===== config.mk =====
export PLATFORM = sky130hd
export DESIGN_NAME = phy_mgmt_ctrl_flat
export DESIGN_NICKNAME = d
export VERILOG_FILES = /design/src/rtl/phy_mgmt_pkg.sv /design/src/rtl/phy_mgmt_ctrl_if.sv /design/src/rtl/phy_poll_timer.sv /design/src/rtl/phy_mgmt_ctrl.sv /design/src/flat_wrapper.sv
export SDC_FILE = /design/constraint.sdc
export NUM_CORES = 1
export LEC_CHECK = 0
export ABC_AREA = 1
export ABC_CLOCK_PERIOD_IN_PS = 3800
export CAP_MARGIN = 40
export CORE_ASPECT_RATIO = 1.75
export CORE_MARGIN = 2
export CORE_UTILIZATION = 35
export DETAILED_ROUTE_END_ITERATION = 16
export HOLD_SLACK_MARGIN = 0.12
export PLACE_DENSITY = 0.6
export SLEW_MARGIN = 20
export SYNTH_ARGS = -nofsm -noshare
export SYNTH_HDL_FRONTEND = slang
export SYNTH_SLANG_ARGS = --single-unit

===== constraint.sdc =====
create_clock -name clk -period 3.8 [get_ports clk]
set_input_delay 0.76 -clock clk [delete_from_list [all_inputs] [get_ports clk]]
set_output_delay 0.76 -clock clk [all_outputs]
set_load 0.01 [all_outputs]

===== src/rtl/phy_mgmt_pkg.sv =====
`default_nettype none
// ============================================================================
// Module   : phy_mgmt_pkg
// Purpose  : Shared MDIO register constants, status bit positions, speed
//            encodings and controller state encodings for PHY management.
// Revision : 1.0 - initial release
// ============================================================================
package phy_mgmt_pkg;

    localparam logic [4:0]  REG_BMCR     = 5'd0;
    localparam logic [4:0]  REG_BMSR     = 5'd1;
    localparam logic [15:0] BMCR_RST_AN  = 16'h9000;

    localparam int BMCR_RST_BIT = 15;
    localparam int STAT_SPD_HI  = 15;
    localparam int STAT_SPD_LO  = 14;
    localparam int STAT_DPX     = 13;
    localparam int STAT_LINK    = 10;

    localparam logic [1:0] SPD_10   = 2'b00;
    localparam logic [1:0] SPD_100  = 2'b01;
    localparam logic [1:0] SPD_1000 = 2'b10;

    typedef logic [2:0] fsm_state_t;

    localparam fsm_state_t ST_IDLE       = 3'd0;
    localparam fsm_state_t ST_RST_WR     = 3'd1;
    localparam fsm_state_t ST_RST_WR_RSP = 3'd2;
    localparam fsm_state_t ST_RST_RD     = 3'd3;
    localparam fsm_state_t ST_RST_RD_RSP = 3'd4;
    localparam fsm_state_t ST_POLL_RD    = 3'd5;
    localparam fsm_state_t ST_POLL_RSP   = 3'd6;
    localparam fsm_state_t ST_POLL_WAIT  = 3'd7;

    // A link-down port or the reserved 2'b11 code both report as 10M.
    function automatic logic [1:0] decode_speed(input logic link, input logic [1:0] raw);
        logic [1:0] spd;
        spd = SPD_10;
        if (link && (raw == SPD_100 || raw == SPD_1000)) begin
            spd = raw;
        end
        return spd;
    endfunction

endpackage
`default_nettype wire


===== src/rtl/phy_mgmt_ctrl_if.sv =====
`default_nettype none
// ============================================================================
// Module   : phy_mgmt_ctrl_if
// Purpose  : Command/response handshake between the PHY management
//            controller (master) and the MDIO station engine (slave).
// Revision : 1.0 - initial release
// ============================================================================
interface phy_mgmt_ctrl_if;
    logic        cmd_valid;
    logic        cmd_ready;
    logic        cmd_write;
    logic [4:0]  cmd_phy_addr;
    logic [4:0]  cmd_reg_addr;
    logic [15:0] cmd_wdata;
    logic        rsp_valid;
    logic [15:0] rsp_rdata;

    modport master (
        output cmd_valid, cmd_write, cmd_phy_addr, cmd_reg_addr, cmd_wdata,
        input  cmd_ready, rsp_valid, rsp_rdata
    );

    modport slave (
        input  cmd_valid, cmd_write, cmd_phy_addr, cmd_reg_addr, cmd_wdata,
        output cmd_ready, rsp_valid, rsp_rdata
    );
endinterface
`default_nettype wire


===== src/rtl/phy_poll_timer.sv =====
`default_nettype none
// ============================================================================
// Module   : phy_poll_timer
// Purpose  : Loadable down-counter; o_expire marks the final cycle of the
//            loaded interval so the caller can act on the following edge.
// Revision : 1.0 - initial release
// ============================================================================
module phy_poll_timer #(
    parameter int WIDTH = 8
) (
    input  wire logic             clk,
    input  wire logic             rst,
    input  wire logic             i_load,
    input  wire logic [WIDTH-1:0] i_load_val,
    input  wire logic             i_en,
    output logic                  o_expire
);

    logic [WIDTH-1:0] r_count;

    always_ff @(posedge clk or posedge rst) begin
        if (rst) begin
            r_count <= '0;
        end else if (i_load) begin
            r_count <= i_load_val;
        end else if (i_en && r_count != '0) begin
            r_count <= r_count - 1'b1;
        end
    end

    assign o_expire = (r_count <= WIDTH'(1));

endmodule
`default_nettype wire


===== src/rtl/phy_mgmt_ctrl.sv =====
`default_nettype none
// ============================================================================
// Module   : phy_mgmt_ctrl
// Purpose  : Soft-resets each RGMII PHY over MDIO, then polls each PHY's
//            specific-status register forever to drive link/speed/duplex.
// Revision : 1.0 - initial release
// ============================================================================
module phy_mgmt_ctrl
    import phy_mgmt_pkg::*;
#(
    parameter int NUM_PORTS     = 2,
    parameter int PHY_ADDR_BASE = 0,
    parameter int POLL_INTERVAL = 625000,
    parameter int RST_POLL_MAX  = 16,
    parameter int STAT_REG      = 17
) (
    input  wire logic                   clk,
    input  wire logic                   reset,
    phy_mgmt_ctrl_if.master             mgmt,
    output logic [NUM_PORTS-1:0]        eth_link_status,
    output logic [2*NUM_PORTS-1:0]      eth_clock_speed,
    output logic [NUM_PORTS-1:0]        eth_duplex_status,
    output logic                        init_done,
    output logic [NUM_PORTS-1:0]        init_error
);

    localparam int         c_PORT_W    = (NUM_PORTS > 1) ? $clog2(NUM_PORTS) : 1;
    localparam int         c_TMR_W     = $clog2(POLL_INTERVAL + 1);
    localparam int         c_RTY_W     = $clog2(RST_POLL_MAX + 1);
    localparam logic [c_PORT_W-1:0] c_LAST_PORT = c_PORT_W'(NUM_PORTS - 1);
    localparam logic [c_TMR_W-1:0]  c_TMR_LOAD  = c_TMR_W'(POLL_INTERVAL - 1);
    localparam logic [c_RTY_W-1:0]  c_RTY_MAX   = c_RTY_W'(RST_POLL_MAX);
    localparam logic [4:0] c_ADDR_BASE = 5'(PHY_ADDR_BASE);
    localparam logic [4:0] c_STAT_REG  = 5'(STAT_REG);
    // With a one-cycle interval the next read must follow the response directly.
    localparam bit         c_SKIP_WAIT = (POLL_INTERVAL <= 1);

    fsm_state_t              r_state;
    logic [c_PORT_W-1:0]     r_port;
    logic [c_RTY_W-1:0]      r_retry;
    logic [NUM_PORTS-1:0]    r_link;
    logic [2*NUM_PORTS-1:0]  r_speed;
    logic [NUM_PORTS-1:0]    r_duplex;
    logic                    r_init_done;
    logic [NUM_PORTS-1:0]    r_init_error;

    logic                    w_rsp;
    logic [15:0]             w_rdata;
    logic                    w_last_port;
    logic [c_RTY_W-1:0]      w_retry_nxt;
    logic                    w_link;
    logic [1:0]              w_speed;
    logic                    w_duplex;
    logic                    w_tmr_load;
    logic                    w_tmr_en;
    logic                    w_tmr_expire;
    logic                    w_cmd_valid;
    logic                    w_cmd_write;
    logic [4:0]              w_cmd_reg;
    logic [15:0]             w_cmd_wdata;

    assign w_rsp       = mgmt.rsp_valid;
    assign w_rdata     = mgmt.rsp_rdata;
    assign w_last_port = (r_port == c_LAST_PORT);
    assign w_retry_nxt = r_retry + 1'b1;
    assign w_link      = w_rdata[STAT_LINK];
    assign w_speed     = decode_speed(w_link, w_rdata[STAT_SPD_HI:STAT_SPD_LO]);
    assign w_duplex    = w_link & w_rdata[STAT_DPX];
    assign w_tmr_load  = (r_state == ST_POLL_RSP) && w_rsp && w_last_port;
    assign w_tmr_en    = (r_state == ST_POLL_WAIT);

    phy_poll_timer #(
        .WIDTH (c_TMR_W)
    ) u_poll_timer (
        .clk        (clk),
        .rst        (reset),
        .i_load     (w_tmr_load),
        .i_load_val (c_TMR_LOAD),
        .i_en       (w_tmr_en),
        .o_expire   (w_tmr_expire)
    );

    always_ff @(posedge clk or posedge reset) begin
        if (reset) begin
            r_state      <= ST_IDLE;
            r_port       <= '0;
            r_retry      <= '0;
            r_link       <= '0;
            r_speed      <= '0;
            r_duplex     <= '0;
            r_init_done  <= 1'b0;
            r_init_error <= '0;
        end else begin
            case (r_state)
                ST_IDLE: r_state <= ST_RST_WR;
                ST_RST_WR: begin
                    if (mgmt.cmd_ready) r_state <= ST_RST_WR_RSP;
                end
                ST_RST_WR_RSP: begin
                    if (w_rsp) begin
                        r_retry <= '0;
                        r_state <= ST_RST_RD;
                    end
                end
                ST_RST_RD: begin
                    if (mgmt.cmd_ready) r_state <= ST_RST_RD_RSP;
                end
                ST_RST_RD_RSP: begin
                    if (w_rsp) begin
                        if (w_rdata[BMCR_RST_BIT]) begin
                            r_retry <= w_retry_nxt;
                        end
                        if (w_rdata[BMCR_RST_BIT] && w_retry_nxt != c_RTY_MAX) begin
                            r_state <= ST_RST_RD;
                        end else begin
                            if (w_rdata[BMCR_RST_BIT]) r_init_error[r_port] <= 1'b1;
                            if (w_last_port) begin
                                r_init_done <= 1'b1;
                                r_port      <= '0;
                                r_state     <= ST_POLL_RD;
                            end else begin
                                r_port  <= r_port + 1'b1;
                                r_state <= ST_RST_WR;
                            end
                        end
                    end
                end
                ST_POLL_RD: begin
                    if (mgmt.cmd_ready) r_state <= ST_POLL_RSP;
                end
                ST_POLL_RSP: begin
                    if (w_rsp) begin
                        for (int p = 0; p < NUM_PORTS; p++) begin
                            if (r_port == c_PORT_W'(p)) begin
                                r_link[p]        <= w_link;
                                r_speed[2*p +: 2] <= w_speed;
                                r_duplex[p]      <= w_duplex;
                            end
                        end
                        if (w_last_port) begin
                            r_port  <= '0;
                            r_state <= c_SKIP_WAIT ? ST_POLL_RD : ST_POLL_WAIT;
                        end else begin
                            r_port  <= r_port + 1'b1;
                            r_state <= ST_POLL_RD;
                        end
                    end
                end
                ST_POLL_WAIT: begin
                    if (w_tmr_expire) r_state <= ST_POLL_RD;
                end
                default: r_state <= ST_IDLE;
            endcase
        end
    end

    // Command fields decode straight from registered state, so they hold while waiting for ready.
    always_comb begin
        w_cmd_valid = 1'b0;
        w_cmd_write = 1'b0;
        w_cmd_reg   = '0;
        w_cmd_wdata = '0;
        case (r_state)
            ST_RST_WR: begin
                w_cmd_valid = 1'b1;
                w_cmd_write = 1'b1;
                w_cmd_reg   = REG_BMCR;
                w_cmd_wdata = BMCR_RST_AN;
            end
            ST_RST_RD: begin
                w_cmd_valid = 1'b1;
                w_cmd_reg   = REG_BMCR;
            end
            ST_POLL_RD: begin
                w_cmd_valid = 1'b1;
                w_cmd_reg   = c_STAT_REG;
            end
            default: ;
        endcase
    end

    assign mgmt.cmd_valid    = w_cmd_valid;
    assign mgmt.cmd_write    = w_cmd_write;
    assign mgmt.cmd_phy_addr = w_cmd_valid ? (c_ADDR_BASE + 5'(r_port)) : 5'd0;
    assign mgmt.cmd_reg_addr = w_cmd_reg;
    assign mgmt.cmd_wdata    = w_cmd_wdata;

    assign eth_link_status   = r_link;
    assign eth_clock_speed   = r_speed;
    assign eth_duplex_status = r_duplex;
    assign init_done         = r_init_done;
    assign init_error        = r_init_error;

endmodule
`default_nettype wire


===== src/flat_wrapper.sv =====
// flat-port wrapper written by rule: the top's interface ports become plain ports
module phy_mgmt_ctrl_flat import phy_mgmt_pkg::*;
#(
    parameter int NUM_PORTS     = 2,
    parameter int PHY_ADDR_BASE = 0,
    parameter int POLL_INTERVAL = 625000,
    parameter int RST_POLL_MAX  = 16,
    parameter int STAT_REG      = 17
)
  (clk, reset, eth_link_status, eth_clock_speed, eth_duplex_status, init_done, init_error, mgmt_cmd_valid, mgmt_cmd_write, mgmt_cmd_phy_addr, mgmt_cmd_reg_addr, mgmt_cmd_wdata, mgmt_cmd_ready, mgmt_rsp_valid, mgmt_rsp_rdata);
  phy_mgmt_ctrl_if mgmt_i ();
  input  wire logic clk;
  input  wire logic reset;
  output logic [NUM_PORTS-1:0] eth_link_status;
  output logic [2*NUM_PORTS-1:0] eth_clock_speed;
  output logic [NUM_PORTS-1:0] eth_duplex_status;
  output logic init_done;
  output logic [NUM_PORTS-1:0] init_error;
  output wire logic [$bits(mgmt_i.cmd_valid)-1:0] mgmt_cmd_valid;
  output wire logic [$bits(mgmt_i.cmd_write)-1:0] mgmt_cmd_write;
  output wire logic [$bits(mgmt_i.cmd_phy_addr)-1:0] mgmt_cmd_phy_addr;
  output wire logic [$bits(mgmt_i.cmd_reg_addr)-1:0] mgmt_cmd_reg_addr;
  output wire logic [$bits(mgmt_i.cmd_wdata)-1:0] mgmt_cmd_wdata;
  input wire logic [$bits(mgmt_i.cmd_ready)-1:0] mgmt_cmd_ready;
  input wire logic [$bits(mgmt_i.rsp_valid)-1:0] mgmt_rsp_valid;
  input wire logic [$bits(mgmt_i.rsp_rdata)-1:0] mgmt_rsp_rdata;
  assign mgmt_cmd_valid = mgmt_i.cmd_valid;
  assign mgmt_cmd_write = mgmt_i.cmd_write;
  assign mgmt_cmd_phy_addr = mgmt_i.cmd_phy_addr;
  assign mgmt_cmd_reg_addr = mgmt_i.cmd_reg_addr;
  assign mgmt_cmd_wdata = mgmt_i.cmd_wdata;
  assign mgmt_i.cmd_ready = mgmt_cmd_ready;
  assign mgmt_i.rsp_valid = mgmt_rsp_valid;
  assign mgmt_i.rsp_rdata = mgmt_rsp_rdata;
  phy_mgmt_ctrl #(.NUM_PORTS(NUM_PORTS), .PHY_ADDR_BASE(PHY_ADDR_BASE), .POLL_INTERVAL(POLL_INTERVAL), .RST_POLL_MAX(RST_POLL_MAX), .STAT_REG(STAT_REG)) u_core (.clk(clk), .reset(reset), .mgmt(mgmt_i), .eth_link_status(eth_link_status), .eth_clock_speed(eth_clock_speed), .eth_duplex_status(eth_duplex_status), .init_done(init_done), .init_error(init_error));
endmodule

== Yosys cells after proc, flatten, opt, wreduce, memory -nomap -nowiden ==
Index checks and enable logic that the tools add are counted.

* Word-level logic and storage cells: 91
* Output and inout port bits: 39
* Bits of input ports: 20
* Register bits: 40

* Equal/unequal tests: 19
* $lt $le $gt $ge: 3
* Bitwise gates (word level): 4
* Mux-type cells: 30
* Reductions and logical operators: 20
* Add/subtract/negate cells: 3

{| class="wikitable"
|+ Operators with widths
! cell !! count
|-
| two-way mux 20 bit || 2
|-
| two-way mux 3 bit || 9
|-
| case mux 3 bit (8 select lines) || 1
|-
| less-or-equal comparator 20 x 1 -> 1 bit (second input constant) || 1
|-
| two-way mux 5 bit || 4
|-
| nonzero test 20 bit || 1
|-
| subtractor 20 x 1 -> 20 bit (second input constant) || 1
|-
| two-way mux 16 bit || 1
|-
| inequality test 2 bit (second input constant) || 8
|-
| AND reduction 4 bit || 4
|-
| == test 3 bit (second input constant) || 4
|-
| case mux 5 bit (2 select lines) || 1
|-
| two-way mux 1 bit || 8
|-
| AND reduction 7 bit || 1
|-
| == test 3 x 2 -> 1 bit (second input constant) || 2
|-
| logical AND 1 bit || 6
|-
| AND reduction 3 bit || 2
|-
| nonzero test 2 bit || 3
|-
| adder 5 x 1 -> 5 bit (second input constant) || 1
|-
| inequality test 5 bit (second input constant) || 1
|-
| two-way mux 2 bit || 2
|-
| == test 3 x 1 -> 1 bit (second input constant) || 1
|-
| zero test 3 bit || 1
|-
| OR reduction 3 bit || 1
|-
| 12 further kinds || 13
|}

== Logic depth before layout (Yosys ltp) ==
Gate-level depths: netlist (run 1).

* Depth after elaboration: 6
* Gate-level depth with buffers: 11

== By module ==
Synthesis (run 1) repeated with hierarchy kept, for this count alone.

* Cell total of the unflattened synthesis: 410
* Area total of the unflattened synthesis: 2,829.0 µm²

{| class="wikitable"
|+ By module, submodules not included
! module !! area each (µm²) !! instances !! seq. area each (µm²) !! cells an instance
|-
| phy_poll_timer || 1,577.8 || 1 || 500.5 || 251
|-
| phy_mgmt_ctrl || 1,251.2 || 1 || 500.5 || 159
|}

== Worst setup path before layout (run 1) ==
Ideal clock, no wire load.

* Kind: register to output
* Start: reg u_core.r_state[1]
* End: out mgmt_cmd_phy_addr[0]
* Path slack: 1.995 ns
* Data arrival time: 1.045 ns
* Stages on the path, launching flop included: 6
* Cells stage by stage: dfrtp_1 nand2_2 inv_2 nor2_1 inv_1 nor2_1

* Word-level cells in the longest chain between the ends: 4
* Elaborated cells on any way between the ends: 6
* Those cells by class: eq/ne (3); mux (2); reduce/logical (1)

{| class="wikitable"
|+ RTL lines
! element !! RTL line !! text
|-
| start: declaration || phy_mgmt_ctrl.sv:38 || <nowiki>fsm_state_t r_state;</nowiki>
|-
| start signal: assignment || phy_mgmt_ctrl.sv:142 || <nowiki>r_state <= c_SKIP_WAIT ? ST_POLL_RD : ST_POLL_WAIT;</nowiki>
|-
| == test 3 x 2 -> 1 bit (tied with other cells) || phy_mgmt_ctrl.sv:163 || <nowiki>case (r_state)</nowiki>
|-
| OR reduction 3 bit (no source line) * || -- ||
|-
| two-way mux 1 bit * || phy_mgmt_ctrl.sv:163 ||
|-
| via mgmt_cmd_valid || flat_wrapper.sv:19 || <nowiki>output wire logic [$bits(mgmt_i.cmd_valid)-1:0] mgmt_cmd_valid;</nowiki>
|-
| two-way mux 1 bit * || phy_mgmt_ctrl.sv:184 || <nowiki>assign mgmt.cmd_phy_addr = w_cmd_valid ? (c_ADDR_BASE + 5'(r_port)) : 5'd0;</nowiki>
|-
| end: declaration || flat_wrapper.sv:21 || <nowiki>output wire logic [$bits(mgmt_i.cmd_phy_addr)-1:0] mgmt_cmd_phy_addr;</nowiki>
|}

Mark *: on every way through the listed nets, which the timed path passes. The rest lies on a longest branch.

== Worst setup path after layout (run 1) ==
* Start: reg u_core.r_state[1]
* End: out mgmt_cmd_phy_addr[0]

* Word-level cells in the longest chain between the ends: 4
* Elaborated cells on any way between the ends: 6
* Those cells by class: eq/ne (3); mux (2); reduce/logical (1)

{| class="wikitable"
|+ RTL lines
! element !! RTL line
|-
| == test 3 x 2 -> 1 bit (tied with other cells) || phy_mgmt_ctrl.sv:163
|-
| OR reduction 3 bit (no source line) * || --
|-
| two-way mux 1 bit * || phy_mgmt_ctrl.sv:163
|-
| two-way mux 1 bit * || phy_mgmt_ctrl.sv:184
|}

Every way passes the cells marked *; elsewhere a longest branch is shown, timed or not.

==> results of run 1 <==
-- kinds of logic (layout without fill, tap and decap cells) --
group	count (synthesis)	count (layout)	synth area share [%]
simple gates	201	201	34.8
buf+inv	63	69	13.7
flops	40	40	39.9
compound gates	35	35	7.68
xor+xnor	5	5	1.74
fa+ha+maj	4	4	1.99
other cells	1	21	0.149
-- state kept, by name (all words and copies together), names as in the netlist --
register	flops
u_core.eth_clock_speed	4
u_core.eth_duplex_status	2
u_core.eth_link_status	2
u_core.init_done	1
u_core.init_error	2
u_core.r_port	1
u_core.r_retry	5
u_core.r_state	3
u_core.u_poll_timer.r_count	20
-- worst max-delay path by stage --
stage / endpoint / from / cells after the start
after floorplan: mgmt_cmd_phy_addr[0] / u_core.r_state[1] / 5
after global placement: u_core.u_poll_timer.r_count[18] / mgmt_rsp_valid / 8
after detailed placement: u_core.u_poll_timer.r_count[18] / mgmt_rsp_valid / 8
after CTS: mgmt_cmd_phy_addr[0] / u_core.r_state[1] / 6
after global routing: mgmt_cmd_phy_addr[0] / u_core.r_state[1] / 6
final: mgmt_cmd_phy_addr[0] / u_core.r_state[1] / 6
-- synthesized netlist by cell type (2+ instances only) --
library cell / n
nand2_1: 95
nor2_1: 54
dfrtp_1: 40
inv_1: 32
nand3_1: 25
buf_4: 24
o21ai_0: 21
nand4_1: 7
nand3b_1: 5
o21ai_1: 5
o21bai_1: 5
xor2_1: 5
ha_1: 4
inv_2: 3
nor3_1: 3
a21oi_1: 2
buf_2: 2
buf_6: 2
nand2_2: 2
nand3_2: 2
nor2_2: 2
-- critical path, cell delays in order, from the launching register on --
cell and delay, ns:
dfrtp_1 0.46, nand2_2 0.13, inv_2 0.05, nor2_1 0.18, inv_1 0.08, nor2_1 0.09
clkdlybuf4s50_1 0.54
-- power groups by stage --
| stage | sequential, mW | clock (mW) | combinational (mW) |
|---|---|---|---|
| after floorplan | 0.699 | 0 | 0.585 |
| after global placement | 0.719 | 0 | 0.818 |
| after detailed placement | 0.723 | 0 | 0.835 |
| after CTS | 0.719 | 0.530 | 0.842 |
| after global routing | 0.739 | 0.542 | 0.952 |
| final | 0.719 | 0.525 | 0.833 |
-- layout make-up --
type	instances	area (um^2)	area share, %
inverters	35	131	4.50
clock inverters	1	30.0	1.03
multi-input cells	266	1240	42.5
clock buffers	7	153	5.23
flip-flops and latches	40	1000	34.3
repair buffers	26	258	8.83
well taps	84	105	3.60
-- through the flow --
stage | setup WS (ns) | cells | power, mW | hold slack [ns] | area, um^2
6_report | 1.22 | 459 | 2.08 | 0.478 | 2920
3_3_place_gp | 1.14 | 451 | 1.54 | 0.463 | 2740
5_1_grt | 1.11 | 459 | 2.23 | 0.506 | 2920
3_5_place_dp | 1.16 | 451 | 1.56 | 0.469 | 2740
4_1_cts | 1.22 | 459 | 2.09 | 0.482 | 2920
2_1_floorplan | 1.99 | 369 | 1.28 | 0.486 | 2580
-- routing by layer --
metal / global-route usage [%] / vias to the layer above / part of all wire [%]
met2: 31.5 / 58 / 55
met1: 16.9 / 1030 / 37
met5: 0 / - / 0
met4: 9.73 / 0 / 3.9
li1: - / 1114 / -
met3: 2.72 / 14 / 3.3
==> qor.txt, run 1 <==
cell taking the most area after synthesis -> dfrtp_1
via/cell ratio -> 4.83
top_reg_cell synth -> dfrtp_1
Final Hold Viols -> 0
number of diodes -> 0
setup TNS -> 0 ns
Final min period -> 2.58 ns
First-pass DRT Iterations -> 4
async set-reset flop share out of synthesis -> 100%
Seq cells post-synth -> 40
Static Leak -> 1.39 nW
RD Place Congestion -> 0.884
FILL cells -> 737
Post-DP HPWL -> 4.52 mm
Worst setup EP type -> primary output
net switching power -> 0.831 mW
synthesized area -> 2510 um^2
H-tree depth -> 2
Sw Ratio -> 40.0%
HP Start -> u_core.init_error[0]
status -> complete, no violations
FF-to-FF path depth -> 9
first-pass GRT wire length -> 9.93 mm
most frequent cells in the layout -> 95 x nand2_1, 54 x nor2_1, 40 x dfrtp_1, 32 x inv_1
Clock Power Share -> 25.3%
core area -> 6910 um^2
Slew @ Worst Pin -> 0.537 ns
CTS Buf Count -> 5
reg2reg end -> u_core.u_poll_timer.r_count[18]
clock sink count -> 40
hold worst-path end -> u_core.init_error[0]
Combinational Power Share -> 40.1%
hold depth -> 1
Post-DRT Antenna Nets -> 0
Fin Clk Skew -> 0.00363 ns
Tot GR Track Use -> 16.9%
Die Ht -> 116 um
Post-CTS Setup Bufs -> 0
Flop pwr share -> 34.6%
share of layout cells above drive strength 1 -> 5.87%
worst vdd ir -> 335 uV
Power per Cell Area -> 712 nW/um^2
Worst EP arrival -> 1.82 ns
# hold bufs at CTS -> 0
drt wl/cell -> 13.1 um
via count -> 2216
Die ar. -> 7890 um^2
DRT Wirelength -> 6.02 mm
most common cell after layout, fill and taps aside -> nand2_1
# IOs -> 59
Final Slew Violations -> 0
clock buffer depth -> 2
Final Util -> 42.2%
CTS tree -> built
RR Startpoint -> u_core.r_state[1]
pin count of the biggest net entering global routing -> 41
Nets -> 398
Synth top area share -> 39.9%
# rows -> 40
Congestion Overflow GR -> 0
Starting Density -> 36.3%
DR DRC count -> 0
Hold Crit Class -> flip-flop to flip-flop
Slew HR -> 64.2%
Die X -> 68.0 um
crit path max fanout -> 7
Synthesis Warnings -> 0
synth top area cells -> dfrtp_1 40%, nand2_1 14%, nor2_1 8.1%
Avg Inst Size Synth -> 7.19 um^2
Final period util -> 68.0%
First DRT Iteration DRCs -> 46
Mapped Cells -> 349
port bufs -> 25
Max Clock Freq -> 387 MHz
max-cap viol count -> 0
crit path kind -> flip-flop to primary output
clock transition at the registers of the reported paths -> 0.06 ns
post-synthesis sequential area ratio -> 39.9%
Final Setup Violations -> 0
initial antenna violation count -> 0
Required @ worst endpoint -> 3.04 ns
P&R area growth vs syn -> 16.3%
number of synthesized flops with an enable pin -> 0
Reg2Reg Setup Slack -> 1.91 ns
number of global-route vias before repair -> 2146
post_cts resized -> 0
RSZ-0062 raised after global routing -> no
post-synth cell types -> 30
internal power -> 1.25 mW
Startpoint Class -> flip-flop
Root Buffer -> clkbuf_16
worst skew pair latency -> 0.29 ns
(Power assumes the default switching activity.)
==> run 2, diff against run 1 <==
--- a/config.mk
+++ b/config.mk
@@ -6,14 +6,14 @@
 export NUM_CORES = 1
 export LEC_CHECK = 0
 export ABC_AREA = 1
-export ABC_CLOCK_PERIOD_IN_PS = 3800
+export ABC_CLOCK_PERIOD_IN_PS = 2300
 export CAP_MARGIN = 40
 export CORE_ASPECT_RATIO = 1.75
 export CORE_MARGIN = 2
 export CORE_UTILIZATION = 35
 export DETAILED_ROUTE_END_ITERATION = 16
 export HOLD_SLACK_MARGIN = 0.12
-export PLACE_DENSITY = 0.6
+export PLACE_DENSITY = 0.62
 export SLEW_MARGIN = 20
 export SYNTH_ARGS = -nofsm -noshare
 export SYNTH_HDL_FRONTEND = slang
==> constraint.sdc (replaced) <==
create_clock -name clk -period 2.3 [get_ports clk]
set_input_delay 0.46 -clock clk [delete_from_list [all_inputs] [get_ports clk]]
set_output_delay 0.46 -clock clk [all_outputs]
set_load 0.01 [all_outputs]
==> qor.txt, run 2 (synthesized netlist as in run 1, its figures left out) <==
Reg area -> 1000 um^2 (+0.12%)
pin count of the biggest net entering global routing -> 41 (unchanged)
Final Slew Violations -> 0 (unchanged)
HP Start -> u_core.init_error[0]
drt wl/cell -> 12.8 um (-2.2%)
P&R area growth vs syn -> 17.1%
Worst EP arrival -> 1.69 ns (-0.13 ns)
Final min period -> 2.15 ns
Fin Clk Skew -> 0.00491 ns (+0.00128 ns)
Startpoint Class -> flip-flop
Power per Cell Area -> 1150 nW/um^2 (+62%)
status -> complete, no violations
max reg flops -> 20 (unchanged)
Slew HR -> 63.8% (-0.44 points)
Hold Crit Class -> flip-flop to flip-flop
Static Leak -> 1.41 nW (+1.7%)
clock sink count -> 40 (unchanged)
Reg2Reg Setup Slack -> 0.49 ns (-1.42 ns)
# rows -> 40 (unchanged)
First DRT Iteration DRCs -> 44 (-4.3%)
max-cap viol count -> 0 (unchanged)
port bufs -> 25 (unchanged)
RR Startpoint -> u_core.u_poll_timer.r_count[0]
number of global-route vias before repair -> 2175 (+1.4%)
via/cell ratio -> 4.85 (+0.52%)
CTS Buf Count -> 5 (unchanged)
reg2reg end -> u_core.u_poll_timer.r_count[10]
Slew @ Worst Pin -> 0.544 ns (+0.00654 ns)
most common cell after layout, fill and taps aside -> nand2_1
Die Ht -> 116 um (unchanged)
DR DRC count -> 0 (unchanged)
final instance count without filler cells -> 463 (+0.87%)
Root Buffer -> clkbuf_16
core area -> 6910 um^2 (unchanged)
RD Place Congestion -> 0.870 (-1.6%)
via count -> 2247 (+1.4%)
Min Hold Slack -> 0.476 ns (-0.00295 ns)
hold depth -> 1 (unchanged)
Tot Pwr -> 3.39 mW (+63%)
most frequent cells in the layout -> 95 x nand2_1, 53 x nor2_1, 39 x dfrtp_1, 32 x inv_1, 25 x nand3_1
dpl ws -> 0.163 ns (-0.994 ns)
area occupied by multi-input gates -> 1240 um^2 (+0.20%)
Required @ worst endpoint -> 1.84 ns (-1.20 ns)
H-tree depth -> 2 (unchanged)
area of placed instances -> 2770 um^2 (+1.1%)
Max Clock Freq -> 464 MHz
Final Setup Violations -> 0 (unchanged)
# IOs -> 59 (unchanged)
Post-CTS Setup Bufs -> 0 (unchanged)
Post-DP HPWL -> 4.55 mm (+0.77%)
Worst setup EP type -> primary output
Placed Cells -> 455 (+0.89%)
first-pass GRT wire length -> 9.77 mm (-1.6%)
Nets -> 402 (+1.0%)
initial antenna violation count -> 0 (unchanged)
Final Util -> 42.6% (+0.31 points)
DRT Wirelength -> 5.93 mm (-1.4%)
Finished Cell Area -> 2940 um^2 (+0.73%)
number of diodes -> 0 (unchanged)
First-pass DRT Iterations -> 4 (unchanged)
hold worst-path end -> u_core.init_error[0]
clock buffer depth -> 2 (unchanged)
setup TNS -> 0 ns (unchanged)
Starting Density -> 36.3% (unchanged)
Post-DRT Antenna Nets -> 0 (unchanged)
FILL cells -> 702 (-4.7%)
CTS tree -> built
largest reg by FF count -> u_core.u_poll_timer.r_count
Final period util -> 93.7%
crit path max fanout -> 7 (unchanged)
FF-to-FF path depth -> 9 (unchanged)
share of layout cells above drive strength 1 -> 7.39% (+1.5 points)
Tot GR Track Use -> 16.6% (-0.31 points)
# hold bufs at CTS -> 0 (unchanged)
worst vdd ir -> 734 uV (+120%)
RSZ-0062 raised after global routing -> no
clock transition at the registers of the reported paths -> 0.06 ns (about the same)
Die ar. -> 7890 um^2 (unchanged)
Die X -> 68.0 um (unchanged)
PnR worst setup slack -> 0.145 ns (-1.07 ns)
crit path kind -> flip-flop to primary output
worst skew pair latency -> 0.29 ns (about the same)
Congestion Overflow GR -> 0 (unchanged)
Final Hold Viols -> 0 (unchanged)
==> run 2: cell type report <==
type	count	area share [%]
multi-input cells	266	42.3
inverters	35	4.47
well taps	84	3.58
clock inverters	3	1.45
flip-flops and latches	40	34.1
repair buffers	30	9.88
clock buffers	5	4.26
==> run 2: worst max path at each step <==
stage                              startpoint  slack (ns)  depth (start not counted)                         endpoint
2_1_floorplan  u_core.u_poll_timer.r_count[0]        0.78                          9  u_core.u_poll_timer.r_count[10]
3_5_place_dp                   mgmt_rsp_valid        0.16                          6        u_core.eth_link_status[0]
3_3_place_gp                   mgmt_rsp_valid        0.24                          6      u_core.eth_duplex_status[0]
4_1_cts                     u_core.r_state[1]        0.03                          6             mgmt_cmd_phy_addr[0]
6_report                    u_core.r_state[0]        0.15                          5               mgmt_cmd_wdata[15]
5_1_grt                     u_core.r_state[0]       0.004                          5                   mgmt_cmd_write
==> run 2: metal layers <==
metal  routed length, um  global-route usage (%)  vias to the layer above
met3                 171                    3.40                       18
met2                3310                    31.3                       48
li1                    -                       -                     1126
met4                 280                    9.20                        0
met5                   0                       0                        -
met1                2180                    15.9                     1055
==> run 2: repair_timing <==
| item | CTS | global route |
|---|---|---|
| setup endpoints to repair | 1 | 1 |
| resized for setup | 1 | 2 |
| hold endpoints to repair | 0 | 0 |
==> run 2: power breakdown <==
group	internal, mW	total [mW]	switching (mW)
combinational	0.569	1.41	0.845
clock	0.510	0.803	0.293
sequential	0.943	1.17	0.228
==> run 2: critical path, stage by stage, from the launching register on <==
cell and delay (ns):
dfrtp_1 0.37, inv_1 0.13, nor2_1 0.11, inv_1 0.08
nor2_1 0.15, clkdlybuf4s50_1 0.57
==> run 3, diff against run 2 <==
--- a/config.mk
+++ b/config.mk
@@ -18,3 +18,4 @@
 export SYNTH_ARGS = -nofsm -noshare
 export SYNTH_HDL_FRONTEND = slang
 export SYNTH_SLANG_ARGS = --single-unit
+export TNS_END_PERCENT = 50
==> results of run 3 <==
Same layout as run 2: the final DEF is identical, and so are final timing and power.
